### src/rtl/csr_pkg.sv
// Shared CSR addresses and default test status codes for the counter/status block.
package csr_pkg;

  typedef logic [11:0] csr_addr_t;

  localparam csr_addr_t CSR_MCYCLE        = 12'hB00;
  localparam csr_addr_t CSR_MCYCLEH       = 12'hB80;
  localparam csr_addr_t CSR_MINSTRET      = 12'hB02;
  localparam csr_addr_t CSR_MINSTRETH     = 12'hB82;
  localparam csr_addr_t CSR_MCOUNTINHIBIT = 12'h320;
  localparam csr_addr_t CSR_MTEST_STATUS  = 12'h7C0;
  localparam csr_addr_t CSR_CYCLE         = 12'hC00;
  localparam csr_addr_t CSR_CYCLEH        = 12'hC80;
  localparam csr_addr_t CSR_INSTRET       = 12'hC02;
  localparam csr_addr_t CSR_INSTRETH      = 12'hC82;

  localparam logic [31:0] DEFAULT_PASS_CODE = 32'h0000_0001;
  localparam logic [31:0] DEFAULT_FAIL_CODE = 32'hDEAD_0001;

  // Only CY (bit 0) and IR (bit 2) are implemented in mcountinhibit.
  localparam int unsigned INH_CY_BIT = 0;
  localparam int unsigned INH_IR_BIT = 2;

endpackage

### src/rtl/csr_counter64.sv
// 64-bit event counter with per-half CSR write; a write to either half blocks that cycle's increment.
module csr_counter64 (
  input  logic        clk_i,
  input  logic        reset_i,
  input  logic        inc_i,
  input  logic        wr_lo_i,
  input  logic        wr_hi_i,
  input  logic [31:0] wdata_i,
  output logic [63:0] cnt_o
);

  logic [63:0] r_cnt;
  logic [63:0] w_cnt_d;

  always_comb begin
    w_cnt_d = r_cnt;
    if (wr_lo_i || wr_hi_i) begin
      if (wr_lo_i) w_cnt_d[31:0]  = wdata_i;
      if (wr_hi_i) w_cnt_d[63:32] = wdata_i;
    end else if (inc_i) begin
      w_cnt_d = r_cnt + 64'd1;
    end
  end

  always_ff @(posedge clk_i or negedge reset_i) begin
    if (!reset_i) begin
      r_cnt <= '0;
    end else begin
      r_cnt <= w_cnt_d;
    end
  end

  assign cnt_o = r_cnt;

endmodule

### src/rtl/csr_counter_unit.sv
// Machine counter/status CSRs: mcycle, minstret, mcountinhibit and mtest_status with
// sticky done/pass flags decoded from terminal test codes.
module csr_counter_unit
  import csr_pkg::*;
#(
  parameter logic [31:0] TEST_PASS_CODE  = DEFAULT_PASS_CODE,
  parameter logic [31:0] TEST_FAIL_CODE  = DEFAULT_FAIL_CODE,
  parameter bit          HAS_USER_SHADOW = 1'b1
) (
  input  logic        clk_i,
  input  logic        reset_i,
  input  logic        valid_w_i,
  input  logic        stall_w_i,
  input  logic [11:0] csr_addr_e_i,
  output logic [31:0] csr_rdata_e_o,
  output logic        csr_illegal_e_o,
  input  logic        csr_we_w_i,
  input  logic [11:0] csr_addr_w_i,
  input  logic [31:0] csr_wdata_w_i,
  output logic        test_done_o,
  output logic        test_pass_o
);

  logic        r_inh_cy;
  logic        r_inh_ir;
  logic [31:0] r_mtest_status;
  logic        r_done;
  logic        r_pass;

  logic        w_retire;
  logic        w_wr_mcycle;
  logic        w_wr_mcycleh;
  logic        w_wr_minstret;
  logic        w_wr_minstreth;
  logic        w_wr_inhibit;
  logic        w_wr_status;
  logic        w_is_terminal;
  logic [63:0] w_cycle;
  logic [63:0] w_instret;

  assign w_retire       = valid_w_i & ~stall_w_i;
  assign w_wr_mcycle    = csr_we_w_i && (csr_addr_w_i == CSR_MCYCLE);
  assign w_wr_mcycleh   = csr_we_w_i && (csr_addr_w_i == CSR_MCYCLEH);
  assign w_wr_minstret  = csr_we_w_i && (csr_addr_w_i == CSR_MINSTRET);
  assign w_wr_minstreth = csr_we_w_i && (csr_addr_w_i == CSR_MINSTRETH);
  assign w_wr_inhibit   = csr_we_w_i && (csr_addr_w_i == CSR_MCOUNTINHIBIT);
  assign w_wr_status    = csr_we_w_i && (csr_addr_w_i == CSR_MTEST_STATUS);
  assign w_is_terminal  = (csr_wdata_w_i == TEST_PASS_CODE) ||
                          (csr_wdata_w_i == TEST_FAIL_CODE);

  csr_counter64 u_cycle (
    .clk_i   (clk_i),
    .reset_i (reset_i),
    .inc_i   (~r_inh_cy),
    .wr_lo_i (w_wr_mcycle),
    .wr_hi_i (w_wr_mcycleh),
    .wdata_i (csr_wdata_w_i),
    .cnt_o   (w_cycle)
  );

  csr_counter64 u_instret (
    .clk_i   (clk_i),
    .reset_i (reset_i),
    .inc_i   (w_retire & ~r_inh_ir),
    .wr_lo_i (w_wr_minstret),
    .wr_hi_i (w_wr_minstreth),
    .wdata_i (csr_wdata_w_i),
    .cnt_o   (w_instret)
  );

  always_ff @(posedge clk_i or negedge reset_i) begin
    if (!reset_i) begin
      r_inh_cy <= 1'b0;
      r_inh_ir <= 1'b0;
    end else if (w_wr_inhibit) begin
      r_inh_cy <= csr_wdata_w_i[INH_CY_BIT];
      r_inh_ir <= csr_wdata_w_i[INH_IR_BIT];
    end
  end

  // Flags latch only on the first terminal code; the status register keeps tracking writes.
  always_ff @(posedge clk_i or negedge reset_i) begin
    if (!reset_i) begin
      r_mtest_status <= '0;
      r_done         <= 1'b0;
      r_pass         <= 1'b0;
    end else if (w_wr_status) begin
      r_mtest_status <= csr_wdata_w_i;
      if (!r_done && w_is_terminal) begin
        r_done <= 1'b1;
        r_pass <= (csr_wdata_w_i == TEST_PASS_CODE);
      end
    end
  end

  always_comb begin
    csr_rdata_e_o   = '0;
    csr_illegal_e_o = 1'b0;
    case (csr_addr_e_i)
      CSR_MCYCLE:        csr_rdata_e_o = w_cycle[31:0];
      CSR_MCYCLEH:       csr_rdata_e_o = w_cycle[63:32];
      CSR_MINSTRET:      csr_rdata_e_o = w_instret[31:0];
      CSR_MINSTRETH:     csr_rdata_e_o = w_instret[63:32];
      CSR_MCOUNTINHIBIT: begin
        csr_rdata_e_o[INH_CY_BIT] = r_inh_cy;
        csr_rdata_e_o[INH_IR_BIT] = r_inh_ir;
      end
      CSR_MTEST_STATUS:  csr_rdata_e_o = r_mtest_status;
      CSR_CYCLE: begin
        if (HAS_USER_SHADOW) csr_rdata_e_o = w_cycle[31:0];
        else                 csr_illegal_e_o = 1'b1;
      end
      CSR_CYCLEH: begin
        if (HAS_USER_SHADOW) csr_rdata_e_o = w_cycle[63:32];
        else                 csr_illegal_e_o = 1'b1;
      end
      CSR_INSTRET: begin
        if (HAS_USER_SHADOW) csr_rdata_e_o = w_instret[31:0];
        else                 csr_illegal_e_o = 1'b1;
      end
      CSR_INSTRETH: begin
        if (HAS_USER_SHADOW) csr_rdata_e_o = w_instret[63:32];
        else                 csr_illegal_e_o = 1'b1;
      end
      default:           csr_illegal_e_o = 1'b1;
    endcase
  end

  assign test_done_o = r_done;
  assign test_pass_o = r_pass;

endmodule
### config.mk
export PLATFORM = sky130hd
export DESIGN_NAME = csr_counter_unit
export DESIGN_NICKNAME = d
export VERILOG_FILES = /design/src/rtl/csr_pkg.sv /design/src/rtl/csr_counter64.sv /design/src/rtl/csr_counter_unit.sv
export SDC_FILE = /design/constraint.sdc
export NUM_CORES = 1
export LEC_CHECK = 0
export ABC_AREA = 1
export BUFFER_PORTS_ARGS = -buffer_cell sky130_fd_sc_hd__buf_2
export CORE_ASPECT_RATIO = 0.6
export CORE_MARGIN = 2
export CORE_UTILIZATION = 40
export DETAILED_ROUTE_END_ITERATION = 12
export GPL_ROUTABILITY_DRIVEN = 0
export HOLD_SLACK_MARGIN = 0.02
export PLACE_DENSITY = 0.6
export SLEW_MARGIN = 20
export SYNTH_ARGS = -nofsm -noshare
export SYNTH_HDL_FRONTEND = slang
export SYNTH_SLANG_ARGS = --single-unit
### constraint.sdc
create_clock -name clk_i -period 1.8 [get_ports clk_i]
set_input_delay 0.18 -clock clk_i [delete_from_list [all_inputs] [get_ports clk_i]]
set_output_delay 0.18 -clock clk_i [all_outputs]
set_load 0.05 [all_outputs]
## After elaboration in Yosys (flattened, before gate mapping)

Index checks and enable logic that the tools add are counted.

- Word-level logic and storage cells: 73
- Output and inout port bits: 35
- Register bits after elaboration: 164

- $add $sub $neg: 2
- Eq/ne operators: 23
- Bitwise gates (word level): 4
- Reductions and logical operators: 22
- Multiplexer cells: 13

Operator list:

| kind | number |
|---|---|
| 2-to-1 mux 64 bit | 4 |
| one-hot mux 29 bit (5 select lines) | 1 |
| == test 12 bit, second input constant | 12 |
| adder 64 x 1 -> 64 bit, second input constant | 2 |
| 2-to-1 mux 32 bit | 4 |
| == test 32 x 1 -> 1 bit, second input constant | 1 |
| == test 32 bit, second input constant | 1 |
| == test 12 x 10 -> 1 bit, second input constant | 2 |
| == test 12 x 11 -> 1 bit, second input constant | 2 |
| one-hot mux 1 bit (6 select lines) | 2 |
| inequality test 2 x 1 -> 1 bit, second input constant | 5 |
| AND reduction 2 bit | 5 |
| OR reduction 10 bit | 1 |
| OR reduction 2 bit | 4 |
| logical AND 1 bit | 7 |
| one-hot mux 1 bit (5 select lines) | 1 |
| logical OR 1 bit | 3 |
| bitwise AND 1 bit | 2 |
| NOT 1 bit | 2 |
| nonzero test 2 bit | 1 |
| zero test 1 bit | 1 |
| 2-to-1 mux 1 bit | 1 |

## Depth between registers and ports, before layout

- Depth in word-level cells: 5
- Gate-level depth with buffers: 12
- Mapped depth without buffers: 12

## Cells and area by module

A second synthesis with hierarchy kept.

- Cell total of the unflattened synthesis: 2302
- Area, all modules: 13780.7 µm²

By module, submodules not included:

| module | cells an instance | area an instance (µm²) | instances |
|---|---|---|---|
| csr_counter64 at u_cycle | 816 | 5032.3 | 1 |
| csr_counter64 at u_instret | 814 | 4944.7 | 1 |
| csr_counter_unit | 672 | 3803.6 | 1 |

## Worst setup path after synthesis

No wires, ideal clock.

- Kind: input port to output port
- From: input csr_addr_e_i[9]
- To: output csr_illegal_e_o
- Arrival: 2.033 ns
- Required time: 1.620 ns
- Path slack: -0.413 ns
- Buffers on the path: 1
- Cell stages on the path: 8
- Cells stage by stage: nand2_1 inv_1 nand3_1 nand2_1 nand3_1 buf_2 nand2_1 nor3_1

- Longest elaborated chain between the ends: 3

RTL lines:

| element | line | RTL |
|---|---|---|
| start, declared | csr_counter_unit.sv:14 | `input logic [11:0] csr_addr_e_i,` |
| == test 12 bit, or another cell as far along | csr_counter_unit.sv:99 | `case (csr_addr_e_i)` |
| OR reduction 10 bit (no source line) * | -- |  |
| 2-to-1 mux 1 bit * | -- |  |
| end, declared | csr_counter_unit.sv:16 | `output logic csr_illegal_e_o,` |

Every way passes the cells marked *; elsewhere a longest branch is shown, timed or not.

## Worst setup path in the final report

- From: input csr_addr_e_i[5]
- To: output csr_rdata_e_o[31]

- Longest elaborated chain between the ends: 3

RTL lines:

| element | line | RTL |
|---|---|---|
| == test 12 bit | csr_counter_unit.sv:99 |  |
| OR reduction 2 bit (no source line) | -- |  |
| one-hot mux 29 bit (5 select lines) * | csr_counter_unit.sv:99 |  |
| end, declared | csr_counter_unit.sv:15 | `output logic [31:0] csr_rdata_e_o,` |

Marks and branches as above.

==> metrics.md <==
| Metric | Value |
|---|---|
| First-pass GRT wire length | `87.0 mm` |
| N_diodes | `0` |
| Static Leak | `8.78 nW` |
| Ys Warns | `0` |
| Routed WL | `58.0 mm` |
| Final HPWL DP | `44.3 mm` |
| DR vias/cell | `5.46` |
| Yosys cell types | `33` |
| Remaining DRCs | `0` |
| Pwr/cell area | `654 mW/mm^2` |
| Final Hold Viols | `0` |
| Endpoint class of the critical path | `output pin` |
| Final nets | `~2700` |
| # rows | `51` |
| CP Launch Type | `input port` |
| Tot Pwr | `between 0.01 and 0.015 W` |
| Worst IR drop on VDD | `0.000725 V` |
| Slew margin rel. | `between 60 and 70%` |
| CTS clk-pin slew, worst paths | `0.07 ns` |
| DIE HEIGHT | `144 um` |
| Post-Place Worst Slack | `-0.300 ns` |
| Root Buffer | `clkbuf_16` |
| DR pass1 iterations | `8` |
| # H-tree levels | `4` |
| Min Tclk post-route | `1.91 ns` |
| Cells after Synth | `about 2300` |
| Via count | `16548` |
| Largest net degree at the start of global routing | `50` |
| Worst Clk Skew | `between 0.01 and 0.015 ns` |
| Total gr overflow | `0` |
| Multi-input gate area | `0.00868 mm^2` |
| Setup Crit Path Kind | `in -> out` |
| Status | `complete, but fails checks` |
| Share of cells above drive strength 1 | `27.6%` |
| Vias in the first global route | `14618` |
| Worst-Skew Late Latency | `approximately 0.46 ns` |
| Slew at the pin closest to its max-slew limit | `~0.47 ns` |
| Core Region | `0.0324 mm^2` |
| Worst r2r path cells | `11` |
| Yosys reg bits | `164` |
| Bufs on Longest Clock Path | `2` |
| Worst-path maximum fanout | `32` |
| Setup WS post-layout | `-0.106 ns` |
| Antenna violations before repair | `0` |
| Initial Utilization | `40.5%` |
| Clock tree from TritonCTS | `built` |
| Area grow syn2layout | `39.4%` |
| GR met3 Demand/Resource | `8.59%` |
| Global route hottest layer | `met1` |
| Netlist area before placement | `0.0131 mm^2` |
| Total track usage | `33.8%` |
| Slew Limit Fails | `0` |
| Failing checks | `setup timing` |
| Initial DRC count | `2401` |
| Clk sink count | `between 150 and 200` |
| Syn_area_per_cell | `5.78 um^2` |
| Global Route met1 Usage | `between 50% and 60%` |
| Final period util | `106%` |
| F_max | `around 520 MHz` |
| Die ar. | `0.0343 mm^2` |
| Routed len/inst | `19.1 um` |
| Final setup TNS | `-1.49 ns` |
| Worst EP arrival | `about 1.7 ns` |
| RSZ-0062 raised after global routing | `yes` |
| Die X | `238 um` |
| Total clock buffers created by CTS | `17` |
| Hold Path Class | `in -> reg` |
| Post-route ant nets | `0` |
| Port buffer count | `95` |
| Req. time, crit path | `1.62 ns` |
| Final core occ | `56.4%` |
| GRT met2 Usage | `45.9%` |
| Maxcap violations | `0` |
| Seq/Total Area, Yosys | `31.3%` |
| Setup Viol. Count Final | `33` |
| Number of I/O pins | `96` |
| Fill cells | `~3200` |
| Syn nets | `2328` |
| Hold path cells | `3` |
| Register Area | `0.00414 mm^2` |
-- through the flow --
| step | hold WS (ns) | std cells | instance area, um^2 |
|---|---|---|---|
| CTS | 0.0468 | 3010 | 17200 |
| detailed placement | 0.0942 | 2967 | 16000 |
| global placement | 0.0979 | 2967 | 16000 |
| finish | 0.0615 | 3031 | 18300 |
| global route | 0.0779 | 3031 | 18300 |
| floorplan | -0.116 | 2265 | 13100 |
-- cells by family (layout without fill, tap and decap cells) --
kind of cell / Yosys count / count (layout) / synth area share, %
AND/OR/NAND/NOR: 1396 / 1396 / 42.9
buffers and inverters: 367 / 709 / 11.2
AO/OA/AOI/OAI: 310 / 310 / 12.7
flip-flops: 164 / 164 / 31.3
XOR/XNOR: 26 / 26 / 1.74
adder cells (fa/ha/maj): 2 / 2 / 0.191
-- timing repair --
item / 4_1_cts / 5_1_grt
pin swaps: 13 / 57
hold endpoints to repair: 154 / 0
setup endpoints to repair: 82 / 136
hold buffers: 1 / 0
cloned: 1 / 0
buffers inserted: 10 / 22
resized for setup: 168 / 295
-- report_power, final --
group          internal [W]  switching (W)  leakage, nW  total, W
logic               0.00129        0.00204         6.46   0.00332
clock network       0.00205        0.00180        0.273   0.00385
registers           0.00413       0.000635         2.04   0.00476
total               0.00747        0.00447         8.78    0.0119
-- area by class of cell --
class	count	area share [%]
repair buffers	378	17.6
clock buffers	17	2.33
multi-input cells	1734	47.5
flip-flops and latches	164	22.6
inverters	300	6.19
well taps	424	2.91
clock inverters	14	0.836
-- worst max-delay path, stage by stage --
cell and delay [ns]:
buf_6 0.09, or2_4 0.27, nor3_4 0.20, nand3_1 0.17, buf_12 0.22, o22ai_1 0.19, inv_1 0.06, nand2_1 0.13
buf_6 0.18
-- flip-flops by register name (all words and copies together), names as in the netlist --
register         cells
r_inh_ir             1
test_done_o          1
test_pass_o          1
r_inh_cy             1
u_instret.cnt_o     64
u_cycle.cnt_o       64
r_mtest_status      32
-- worst paths after layout --
kind                                                from                              to  slack (ns)
setup / recovery                         csr_addr_e_i[5]               csr_rdata_e_o[31]       -0.11
hold reg to reg            r_mtest_status[6]$_DFFE_PN0P_   r_mtest_status[6]$_DFFE_PN0P_        0.49
min in group asynchronous                        reset_i  u_instret.cnt_o[2]$_DFFE_PN0P_        0.18
setup reg to reg            u_cycle.cnt_o[0]$_DFFE_PN0P_   u_cycle.cnt_o[56]$_DFFE_PN0P_       -0.02
max in group asynchronous                        reset_i   u_cycle.cnt_o[42]$_DFFE_PN0P_        0.95
hold / removal                          csr_wdata_w_i[0]            r_inh_cy$_DFFE_PN0P_        0.06
-- cells in the final DEF (no fill, tap or decap), types with 31 or more instances in the layout --
cell type / instances
nand3_1: 59
o22ai_1: 36
o21ai_0: 118
nor2_1: 443
inv_1: 272
dfrtp_1: 139
buf_6: 42
a21oi_1: 52
o21ai_1: 48
nor2_4: 40
nor2_2: 69
nand2_1: 631
nand2_2: 49
buf_2: 59
nand4_1: 31
buf_4: 247
-- cells in the mapped netlist --
cell type / instances / area share (%)
nand2_1: 693 / 20
nor2_1: 534 / 15
inv_1: 293 / 8.4
dfrtp_1: 164 / 31
o21ai_0: 156 / 6.0
nand3_1: 71 / 2.7
a21oi_1: 70 / 2.7
o22ai_1: 61 / 2.9
buf_2: 33 / 1.3
nand4_1: 31 / 1.5
xor2_1: 26 / 1.7
clkbuf_1: 25 / 0.72
nor3_1: 19 / 0.73
o21ai_1: 13 / 0.50
nand2_2: 11 / 0.53
nor2_2: 11 / 0.53
a31oi_1: 8 / 0.38
inv_2: 7 / 0.20
nor2_4: 7 / 0.60
nor4_1: 7 / 0.33
buf_4: 6 / 0.34
buf_6: 3 / 0.26
ha_1: 2 / 0.19
nand3b_1: 2 / 0.11
nor3b_1: 2 / 0.11
o21ai_4: 2 / 0.25
or2_2: 2 / 0.096
and2_1: 1 / 0.048
nor3_2: 1 / 0.076
nor4_2: 1 / 0.096
nor4_4: 1 / 0.16
or2_1: 1 / 0.048
or2_4: 1 / 0.067
-- layer usage --
metal,share of wire [%],vias up
li1,-,7751
met1,46,7666
met2,38,1040
met3,14,91
met4,2.2,0
met5,0,-
(Power assumes the default switching activity.)
